===== config.mk =====
export PLATFORM = sky130hd
export DESIGN_NAME = lab5_mcore_tagged_upstream_adapter
export DESIGN_NICKNAME = d
export VERILOG_FILES = /design/src/rtl/lab5_mcore_adapter_pkg.sv /design/src/rtl/lab5_mcore_tagged_upstream_adapter_tag_table.sv /design/src/rtl/lab5_mcore_tagged_upstream_adapter.sv
export SDC_FILE = /design/constraint.sdc
export NUM_CORES = 1
export LEC_CHECK = 0
export CORE_AREA = 2 2 268 270
export CTS_BUF_LIST = sky130_fd_sc_hd__clkbuf_8
export DETAILED_ROUTE_END_ITERATION = 7
export DIE_AREA = 0 0 270 272
export DONT_BUFFER_PORTS = 1
export REMOVE_ABC_BUFFERS = 1
export SETUP_SLACK_MARGIN = 0.05
export SLEW_MARGIN = 15
export SYNTH_ARGS = -nofsm -noshare
export SYNTH_HDL_FRONTEND = slang
export SYNTH_SLANG_ARGS = --single-unit

===== constraint.sdc =====
create_clock -name clk -period 3.1 [get_ports clk]
set_input_delay 0.62 -clock clk [delete_from_list [all_inputs] [get_ports clk]]
set_output_delay 0.62 -clock clk [all_outputs]
set_load 0.1 [all_outputs]

===== src/rtl/lab5_mcore_adapter_pkg.sv =====
// Shared message formats and helpers for the tagged cache<->network adapter.
package lab5_mcore_adapter_pkg;

  localparam int c_net_srcdest_nbits = 2;
  localparam int c_mem_opaque_nbits  = 8;
  localparam int c_cacheline_nbytes  = 16;
  localparam int c_dest_addr_lsb     = $clog2(c_cacheline_nbytes);

  typedef struct packed {
    logic [2:0]                    type_;
    logic [c_mem_opaque_nbits-1:0] opaque;
    logic [31:0]                   addr;
    logic [3:0]                    len;
    logic [127:0]                  data;
  } mem_req_16B_t;

  typedef struct packed {
    logic [2:0]                    type_;
    logic [c_mem_opaque_nbits-1:0] opaque;
    logic [1:0]                    test;
    logic [3:0]                    len;
    logic [127:0]                  data;
  } mem_resp_16B_t;

  typedef struct packed {
    logic [c_net_srcdest_nbits-1:0] dest;
    logic [c_net_srcdest_nbits-1:0] src;
    logic [c_mem_opaque_nbits-1:0]  opaque;
  } net_hdr_t;

  // Banks are interleaved on cache-line granularity.
  function automatic logic [c_net_srcdest_nbits-1:0] dest_from_addr(input logic [31:0] addr,
                                                                   input int num_banks);
    case (num_banks)
      2:       return {1'b0, addr[c_dest_addr_lsb]};
      4:       return addr[c_dest_addr_lsb +: 2];
      default: return '0;
    endcase
  endfunction

endpackage


===== src/rtl/lab5_mcore_tagged_upstream_adapter_tag_table.sv =====
// Outstanding-request table: valid bits, saved opaques, lowest-free allocator and occupancy count.
module lab5_mcore_adapter_tag_table #(
  parameter int p_num_tags   = 4,
  parameter int p_data_nbits = 8,
  localparam int c_tag_nbits = $clog2(p_num_tags)
) (
  input  logic                    clk,
  input  logic                    reset,
  input  logic                    alloc_en_i,
  input  logic [p_data_nbits-1:0] alloc_data_i,
  input  logic                    free_en_i,
  input  logic [c_tag_nbits-1:0]  free_idx_i,
  input  logic [c_tag_nbits-1:0]  rd_idx_i,
  output logic [p_data_nbits-1:0] rd_data_o,
  output logic                    rd_valid_o,
  output logic [c_tag_nbits-1:0]  alloc_idx_o,
  output logic                    full_o,
  output logic [c_tag_nbits:0]    count_o
);

  logic [p_num_tags-1:0]   valid_q, valid_d;
  logic [p_data_nbits-1:0] data_q [p_num_tags];

  always_comb begin
    alloc_idx_o = '0;
    count_o     = '0;
    for (int i = p_num_tags - 1; i >= 0; i--) begin
      if (!valid_q[i]) alloc_idx_o = c_tag_nbits'(i);
      count_o = count_o + (c_tag_nbits + 1)'(valid_q[i]);
    end
  end

  assign full_o     = (count_o == (c_tag_nbits + 1)'(p_num_tags));
  assign rd_data_o  = data_q[rd_idx_i];
  assign rd_valid_o = valid_q[rd_idx_i];

  // Free before alloc; alloc only picks an entry that is already clear, so they never collide.
  always_comb begin
    valid_d = valid_q;
    if (free_en_i)  valid_d[free_idx_i]  = 1'b0;
    if (alloc_en_i) valid_d[alloc_idx_o] = 1'b1;
  end

  always_ff @(posedge clk) begin
    if (reset) valid_q <= '0;
    else       valid_q <= valid_d;
  end

  always_ff @(posedge clk) begin
    if (alloc_en_i) data_q[alloc_idx_o] <= alloc_data_i;
  end

endmodule


===== src/rtl/lab5_mcore_tagged_upstream_adapter.sv =====
// Cache-side adapter: swaps each request opaque for a local tag and restores it on the response.
module lab5_mcore_tagged_upstream_adapter
  import lab5_mcore_adapter_pkg::*;
#(
  parameter int p_num_banks = 1,
  parameter int p_num_tags  = 4,
  localparam int c_tag_nbits = $clog2(p_num_tags)
) (
  input  logic                           clk,
  input  logic                           reset,
  input  logic [c_net_srcdest_nbits-1:0] src_id,
  input  mem_req_16B_t                   memreq_msg,
  input  logic                           memreq_val,
  output logic                           memreq_rdy,
  output net_hdr_t                       netreq_msg_hdr,
  output mem_req_16B_t                   netreq_msg_payload,
  output logic                           netreq_val,
  input  logic                           netreq_rdy,
  input  net_hdr_t                       netresp_msg_hdr,
  input  mem_resp_16B_t                  netresp_msg_payload,
  input  logic                           netresp_val,
  output logic                           netresp_rdy,
  output mem_resp_16B_t                  memresp_msg,
  output logic                           memresp_val,
  input  logic                           memresp_rdy,
  output logic [c_tag_nbits:0]           num_outstanding,
  output logic                           err
);

  logic                          full, req_fire, resp_fire, resp_bad, upper_bad, rd_valid;
  logic [c_tag_nbits-1:0]        alloc_idx, resp_tag;
  logic [c_mem_opaque_nbits-1:0] rd_data;
  logic                          err_q, err_d;

  assign netreq_val  = memreq_val & ~full;
  assign memreq_rdy  = netreq_rdy & ~full;
  assign req_fire    = memreq_val & memreq_rdy;
  assign memresp_val = netresp_val;
  assign netresp_rdy = memresp_rdy;
  assign resp_fire   = netresp_val & memresp_rdy;

  assign resp_tag  = netresp_msg_payload.opaque[c_tag_nbits-1:0];
  assign upper_bad = |(netresp_msg_payload.opaque >> c_tag_nbits);
  assign resp_bad  = ~rd_valid | upper_bad | (netresp_msg_hdr.dest != src_id);

  lab5_mcore_adapter_tag_table #(
    .p_num_tags   (p_num_tags),
    .p_data_nbits (c_mem_opaque_nbits)
  ) u_tags (
    .clk          (clk),
    .reset        (reset),
    .alloc_en_i   (req_fire),
    .alloc_data_i (memreq_msg.opaque),
    .free_en_i    (resp_fire & ~resp_bad),
    .free_idx_i   (resp_tag),
    .rd_idx_i     (resp_tag),
    .rd_data_o    (rd_data),
    .rd_valid_o   (rd_valid),
    .alloc_idx_o  (alloc_idx),
    .full_o       (full),
    .count_o      (num_outstanding)
  );

  always_comb begin
    netreq_msg_hdr            = '0;
    netreq_msg_hdr.dest       = dest_from_addr(memreq_msg.addr, p_num_banks);
    netreq_msg_hdr.src        = src_id;
    netreq_msg_payload        = memreq_msg;
    netreq_msg_payload.opaque = c_mem_opaque_nbits'(alloc_idx);
  end

  // Bad responses are still delivered so the cache never deadlocks, but with a neutral opaque.
  always_comb begin
    memresp_msg        = netresp_msg_payload;
    memresp_msg.opaque = resp_bad ? '0 : rd_data;
  end

  assign err_d = err_q | (resp_fire & resp_bad);
  always_ff @(posedge clk) begin
    if (reset) err_q <= 1'b0;
    else       err_q <= err_d;
  end
  assign err = err_q;

endmodule

==> results.md, run 1 <==
- Outcome: finished, final reports clean
- Data required, critical path: 2.48 ns
- Setup violators final: 0
- TNS Setup: 0 ns
- Largest family of logic cells by synthesized area: buffers and inverters
- Reg2reg start: u_tags.valid_q[3]$_SDFF_PP0_
- IO buf count: 0
- Crit-path max cell delay: 0.39 ns
- Layout area overhead: -19.8%
- CP Capture Type: output pin
- Period minus WS final: 2.95 ns
- Layout cells sized above 1: 28.8%
- Root buffer cell: clkbuf_8
- Maxcap violations: 0
- CP cell instances: inv_1, ha_1, fa_1, inv_1, ha_1, nand3b_1, and2_2, buf_12
- Clk_lat worst skew: 0.28 ns
- Htree depth: 2
- Post-route cell area: 3260 um2
- Row cnt: 98
- Die H: 272 um
- Total number of vias: 2409
- TritonCTS buffer count: 5
- Final hold vios: 0
- Via-to-Cell Ratio: 2.19
- CP arrival: 2.33 ns
- Class of the worst hold path: in2reg
- Ports: 680
- Post-Synth Adder-Cell Area: 1.42%
- DRC: 0
- Initial core utilization: 5.75%
- Yosys cell types: 26
- CTS Hold Bufs: 0
- Core area: 70800 um2
- R2r setup slk: 0.63 ns
- Initial antenna violation count: 3
- Most common cell after layout, fill and taps aside: edfxtp_1
- Setup Skew: 0.00320 ns
- Syn. warnings: 0
- Sequential fraction of the synthesis area: 26.1%
- DRT iter0 DRCs: 346
- Unrepaired setup endpoints after global routing: no
- Most frequent cells in the layout: edfxtp_1, conb_1, inv_1, buf_12, mux4_2
- Max VDD drop: 0.000253 V
- HP Start: reset
- Slew Viols, Final: 0
- Tcrit/Tclk final: 95.0%
- Power Density: 349 nW/um2
- Routed length per instance: 100 um
- Fillers: 8348
- Placement Cell Area: 3140 um2
- Post-synthesis register bit count: 37
- Global-route wire length before repair: 116000 um
- Clock tree buffer depth: 2
- Die ar.: 73400 um2
- Worst setup path startpoint: u_tags.valid_q[3]$_SDFF_PP0_
- Synth Area in Simple Gates: 3.94%
- Mux cell area share after synthesis: 4.99%
- Largest net degree at the start of global routing: 14
- Placer Congestion: 1.36
- CTS tree: yes
- WP buf/inv: 3
- Top delay family on crit path: adder cells
- Detailed Place HPWL: 109000 um
- Synth Area in XOR/XNOR: 0.431%
- Sink Count: 37
- Mapped Area: 4070 um2
- GRT Total Usage: 29.2%
- WS Path Type: reg2out
- Overflow after GRT: 0
- Routed WL: 110000 um
- Net count, final: 489
- Fmax: 339 MHz
- Compound-Gate Fraction of Synth Area: 1.66%
- Post-DRT Antenna Nets: 0
- Clock slew at reported path FFs: 0.07 ns
- CP Launch Type: flip-flop
- Leak pwr: 0.812 nW
- First-pass detailed-route iteration total: 4
- Worst Path Max Fanout: 4
- Post-Syn Instances: 432
- Critical path's slowest cell: dfxtp_1
- Die width: 270 um
- Syn_area_per_cell: 9.41 um2
- Vias in the first global route: 1974
state kept, by name (all words and copies together), names as in the netlist:
name and flops:
u_tags.valid_q 4, u_tags.data_q 32, err 1
worst reg2reg max path: stages, from the launching register on:
cell and delay (ns):
dfxtp_1 0.39, inv_1 0.06, ha_1 0.28, fa_1 0.35, inv_1 0.06, ha_1 0.13
nand3b_1 0.13, and3_1 0.23, nand3_1 0.12, inv_1 0.36
layer usage:
metal	track usage (%)	share of wire (%)	vias up	routed length [um]
met5	18.0	1.5	-	1660
met4	17.5	7.5	32	8260
met3	47.4	34	106	37300
met2	52.7	51	946	55900
met1	4.75	6.5	869	7190
li1	-	-	456	-
layout make-up:
type	count	area [um2]	area share, %
clock buffer	5	68.8	2.11
tap	950	1190	36.5
sequential	37	1060	32.6
timing repair buffer	18	260	7.98
clock inverter	3	37.5	1.15
inverter	13	48.8	1.50
multi-input combinational	70	587	18.0
antenna	3	7.51	0.230
report_power, final:
| group | switching, mW | leakage, nW | internal (mW) | total, mW |
|---|---|---|---|---|
| logic | 0.153 | 0.424 | 0.0338 | 0.187 |
| registers | 0.00407 | 0.331 | 0.551 | 0.555 |
| clock network | 0.163 | 0.0570 | 0.234 | 0.397 |
worst paths after layout:
| check | end | cells after the start |
|---|---|---|
| min reg2reg | err$_SDFF_PP0_ | 1 |
| max | memreq_rdy | 8 |
| min | u_tags.valid_q[2]$_SDFF_PP0_ | 1 |
| max reg2reg | u_tags.data_q[0][2]$_DFFE_PP_ | 9 |
per-stage QoR:
stage | utilization (%) | instances | hold WS, ns | setup slack [ns] | power, mW
3_5_place_dp | 4.44 | 1088 | 0.478 | 0.256 | 0.753
2_1_floorplan | - | 120 | 0.459 | -0.322 | 0.719
4_1_cts | 4.59 | 1096 | 0.384 | 0.0789 | 1.15
5_1_grt | 4.60 | 1096 | 0.380 | 0.0664 | 1.18
3_3_place_gp | 4.44 | 1088 | 0.473 | 0.274 | 0.752
6_report | 4.61 | 1099 | 0.395 | 0.154 | 1.14
cells in the mapped netlist, drive strengths merged:
cell type | number | area (um2)
a22o | 1 | 8.76
o21ai | 1 | 5.00
edfxtp | 32 | 961
o31ai | 1 | 7.51
ha | 3 | 37.5
xnor2 | 2 | 17.5
a21oi | 4 | 20.0
nand2b | 2 | 12.5
nand2 | 5 | 18.8
mux4 | 9 | 203
conb | 1 | 3.75
o41ai | 3 | 26.3
and3 | 1 | 6.26
nand3b | 2 | 15.0
nor2b | 8 | 50.1
dfxtp | 5 | 100
nand3 | 3 | 15.0
and2 | 2 | 12.5
nor2 | 3 | 11.3
buf | 327 | 2450
fa | 1 | 20.0
inv | 13 | 48.8
or3 | 2 | 12.5
nor4 | 1 | 6.26
what timing repair did:
| item | CTS | global route |
|---|---|---|
| setup endpoints to repair | 0 | 1 |
| hold endpoints to repair | 0 | 0 |
| resized for setup | 0 | 1 |
| setup buffers | 0 | 0 |
kinds of logic after synthesis:
group,count (synthesis)
AOI/OAI and AO/OA,10
xor gates and xnor gates,2
muxes,9
DFF,37
adders and majority gates,4
other,1
buffers and inverters,340
and+or+nand+nor,29
(Power assumes the default switching activity.)
==> run 2, diff against run 1 <==
- CORE_AREA: 2 2 268 270 -> 2 2 262 264
- CTS_CLUSTER_SIZE: not set -> 14
- DIE_AREA: 0 0 270 272 -> 0 0 264 266
- SYNTH_HIERARCHICAL: not set -> 1
==> run 2 against run 1 <==
Effect of this change:
- worst setup slack worse by 0.023 ns
- fmax fell by 0.79%
- critical endpoint unchanged
- area after synthesis grew 1.3%
- clock skew grew 0.0049 ns
- die area decreased by 4.4%
- largest power group unchanged
==> results.md, run 2 <==
- Vias in the first global route: 2093 (was 1974)
- Reg-to-Reg End: u_tags/data_q[3][2]$_DFFE_PP_ (was u_tags.data_q[0][2]$_DFFE_PP_)
- Htree depth: 2 (unchanged)
- Design Power: 1.07 mW (was 1.14 mW)
- Worst Path Max Fanout: 2 (was 4)
- Final hold vios: 0 (unchanged)
- Synth top area cells: buf_4, edfxtp_1, mux4_2, dfxtp_1, and2_2 (was buf_4, edfxtp_1, mux4_2, dfxtp_1, nor2b_1)
- Hold WS: 0.423 ns (was 0.395 ns)
- DRC: 0 (unchanged)
- Post-synthesis register bit count: 37 (unchanged)
- HP Start: memreq_msg[168] (was reset)
- Overflow after GRT: 0 (unchanged)
- Initial antenna violation count: 3 (unchanged)
- CP arrival: 2.35 ns (was 2.33 ns)
- Via-to-Cell Ratio: 2.56 (was 2.19)
- Largest reg by FF count: u_tags/data_q (was u_tags.data_q)
- Largest net degree at the start of global routing: 15 (was 14)
- Core area: 67700 um2 (was 70800 um2)
- Syn. warnings: 6 (was 0)
- Die width: 264 um (was 270 um)
- First-pass detailed-route iteration total: 4 (unchanged)
- Clk_lat worst skew: 0.28 ns (about the same)
- Fmax: 337 MHz (was 339 MHz)
- Synth area leader: buf_4 (unchanged)
- DRT iter0 DRCs: 405 (was 346)
- Combinational share of power: 17.7% (was 16.4%)
- Top_reg_cell synth: edfxtp_1 (unchanged)
- Most frequent cells after synthesis: buf_4, edfxtp_1, mux4_2 (was buf_4, edfxtp_1, inv_1)
- FFs w/ async S/R, synth: 0% (unchanged)
- Most frequent cells in the layout: edfxtp_1, conb_1, buf_4, buf_12, mux4_2 (was edfxtp_1, conb_1, inv_1, buf_12, mux4_2)
- Die ar.: 70200 um2 (was 73400 um2)
- Mapped Area: 4120 um2 (was 4070 um2)
- Routed WL: 110000 um (about the same)
- TNS Setup: 0 ns (unchanged)
- Sink Count: 37 (unchanged)
- Setup Skew: 0.00815 ns (was 0.00320 ns)
- Count leader, synth: buf_4 (unchanged)
- Syn_area_per_cell: 9.69 um2 (was 9.41 um2)
- Layout cells sized above 1: 42.5% (was 28.8%)
- Outcome: finished, final reports clean (unchanged)
- Worst-margin pin slew: 0.577 ns
- Flip-flop count of the largest register after layout: 32 (unchanged)
- Fillers: 8016 (was 8348)
- Internal power: 0.738 mW (was 0.819 mW)
- CP Capture Type: output pin (unchanged)
- Period minus WS final: 2.97 ns (was 2.95 ns)
- Critical path's slowest cell: fa_1 (was dfxtp_1)
- Max VDD drop: 0.000266 V (was 0.000253 V)
- Net count, final: 489 (unchanged)
- Total number of vias: 2644 (was 2409)
- Initial core utilization: 6.08% (was 5.75%)
- R2r setup slk: 0.14 ns (was 0.63 ns)
- Top delay family on crit path: adder cells (unchanged)
- CTS Hold Bufs: 0 (unchanged)
- Root buffer cell: clkbuf_8 (unchanged)
- Worst hold stages: 0 (was 1)
- EDFF count, synth: 32 (unchanged)
- Dpl ws: -0.107 ns (was 0.256 ns)
- Yosys cell types: 32 (was 26)
- Switch Pwr: 0.331 mW (was 0.320 mW)
- IO buf count: 0 (unchanged)
- Reg power frac: 52.0% (was 48.7%)
- Ports: 680 (unchanged)
- WP buf/inv: 4 (was 3)
- Global-route wire length before repair: 116000 um (about the same)
- Data required, critical path: 2.48 ns (about the same)
- Setup ws final: 0.131 ns (was 0.154 ns)
- Worst r2r path cells: 10 (was 9)
- WS Path Type: reg2out (unchanged)
- Reg2reg start: u_tags/valid_q[3]$_SDFF_PP0_ (was u_tags.valid_q[3]$_SDFF_PP0_)
- Share of the synthesized area in the top cell type: 59.1% (was 59.8%)
- Setup violators final: 0 (unchanged)
- GRT Total Usage: 30.6% (was 29.2%)
- Maxcap violations: 0 (unchanged)
- Tcrit/Tclk final: 95.8% (was 95.0%)
- TritonCTS buffer count: 5 (unchanged)
- Slew HR: 61.5%
- Post-Syn Instances: 425 (was 432)
- Routed length per instance: 107 um (was 100 um)
- Power Density: 323 nW/um2 (was 349 nW/um2)
- Slew Viols, Final: 0 (unchanged)
- Most common cell after layout, fill and taps aside: edfxtp_1 (unchanged)
- Crit-path max cell delay: 0.37 ns (was 0.39 ns)
- Clock slew at reported path FFs: 0.08 ns (was 0.07 ns)
- CP cell instances: inv_1, ha_1, inv_1, fa_1, ha_1, nor3b_2, buf_4, nor2b_2, buf_12 (was inv_1, ha_1, fa_1, inv_1, ha_1, nand3b_1, and2_2, buf_12)
- Detailed Place HPWL: 108000 um (was 109000 um)
- Hold EP: u_tags/data_q[2][4]$_DFFE_PP_ (was u_tags.valid_q[2]$_SDFF_PP0_)
- Clock power share: 30.3% (was 34.9%)
- CP Launch Type: flip-flop (unchanged)
- Leak pwr: 0.835 nW (was 0.812 nW)
- Row cnt: 96 (was 98)
- Switching part of the total: 30.9% (was 28.1%)
- Class of the worst hold path: in2reg (unchanged)
- Sequential fraction of the synthesis area: 25.8% (was 26.1%)
- Unrepaired setup endpoints after global routing: yes (was no)
- Layout area overhead: -19.8% (about the same)
- Post-DRT Antenna Nets: 0 (unchanged)
- Die H: 266 um (was 272 um)
- Placer Congestion: 1.32 (was 1.36)
- CTS tree: yes (unchanged)
- Clock tree buffer depth: 2 (unchanged)
-- run 2: area by class of cell --
| type | instances | area, um2 | area share [%] |
|---|---|---|---|
| flip-flops and latches | 37 | 1070 | 32.3 |
| inverters | 4 | 15.0 | 0.455 |
| well taps | 882 | 1100 | 33.4 |
| repair buffers | 24 | 329 | 9.96 |
| multi-input cells | 73 | 688 | 20.8 |
| diodes | 5 | 12.5 | 0.379 |
| clock buffers | 5 | 68.8 | 2.08 |
| clock inverters | 3 | 18.8 | 0.568 |
-- run 2: per-stage QoR --
step | instance area (um2) | utilization, % | instances
finish | 3300 | 4.88 | 1033
global route | 3290 | 4.86 | 1028
CTS | 3280 | 4.84 | 1028
detailed placement | 3130 | 4.62 | 1017
global placement | 3130 | 4.62 | 1017
floorplan | 1730 | - | 114
-- run 2: how the worst max path moves through the flow --
stage | startpoint | endpoint | slack [ns] | cells past startpoint
6_report | u_tags/valid_q[3]$_SDFF_PP0_ | memreq_rdy | 0.13 | 9
5_1_grt | u_tags/valid_q[3]$_SDFF_PP0_ | u_tags/data_q[2][2]$_DFFE_PP_ | 0.03 | 10
4_1_cts | u_tags/valid_q[3]$_SDFF_PP0_ | memresp_msg[136] | 0.05 | 8
3_5_place_dp | u_tags/valid_q[3]$_SDFF_PP0_ | u_tags/data_q[3][3]$_DFFE_PP_ | -0.11 | 10
2_1_floorplan | u_tags/valid_q[3]$_SDFF_PP0_ | u_tags/data_q[0][0]$_DFFE_PP_ | -1.76 | 9
3_3_place_gp | netresp_msg_payload[134] | memresp_msg[134] | 0.08 | 6
-- run 2: cells by family (layout without fill, tap and decap cells) --
family                   count (synthesis)  in the layout  share of synthesized area [%]
AND/OR/NAND/NOR                         33             33                           5.86
flip-flops                              37             37                           25.8
other                                    1             21                         0.0911
AO/OA/AOI/OAI                            9              9                           1.70
multiplexers                             9              9                           4.92
adder cells (fa/ha/maj)                  4              4                           1.40
XOR/XNOR                                 2              2                          0.425
buffers and inverters                  330             36                           59.8
-- run 2: power groups by stage --
stage               registers [mW]  logic (mW)  clock network, mW
floorplan                    0.573       0.143                  0
global placement             0.566       0.187                  0
detailed placement           0.567       0.187                  0
CTS                          0.556       0.188              0.331
global route                 0.557       0.193              0.355
finish                       0.556       0.189              0.324
-- run 2: timing repair --
action	4_1_cts	5_1_grt
endpoints found under the hold margin	0	0
setup buffers	2	0
resized for setup	8	7
setup endpoints to repair	24	34
gates cloned	1	0
pin swaps	0	1
-- run 2: layer usage --
layer	share of wire [%]	vias up	routed length [um]	GRT usage [%]
li1	-	477	-	-
met1	8.3	970	9150	6.68
met2	50	1043	55400	54.9
met3	32	118	35200	46.2
met4	7.6	36	8380	17.9
met5	1.9	-	2130	26.5
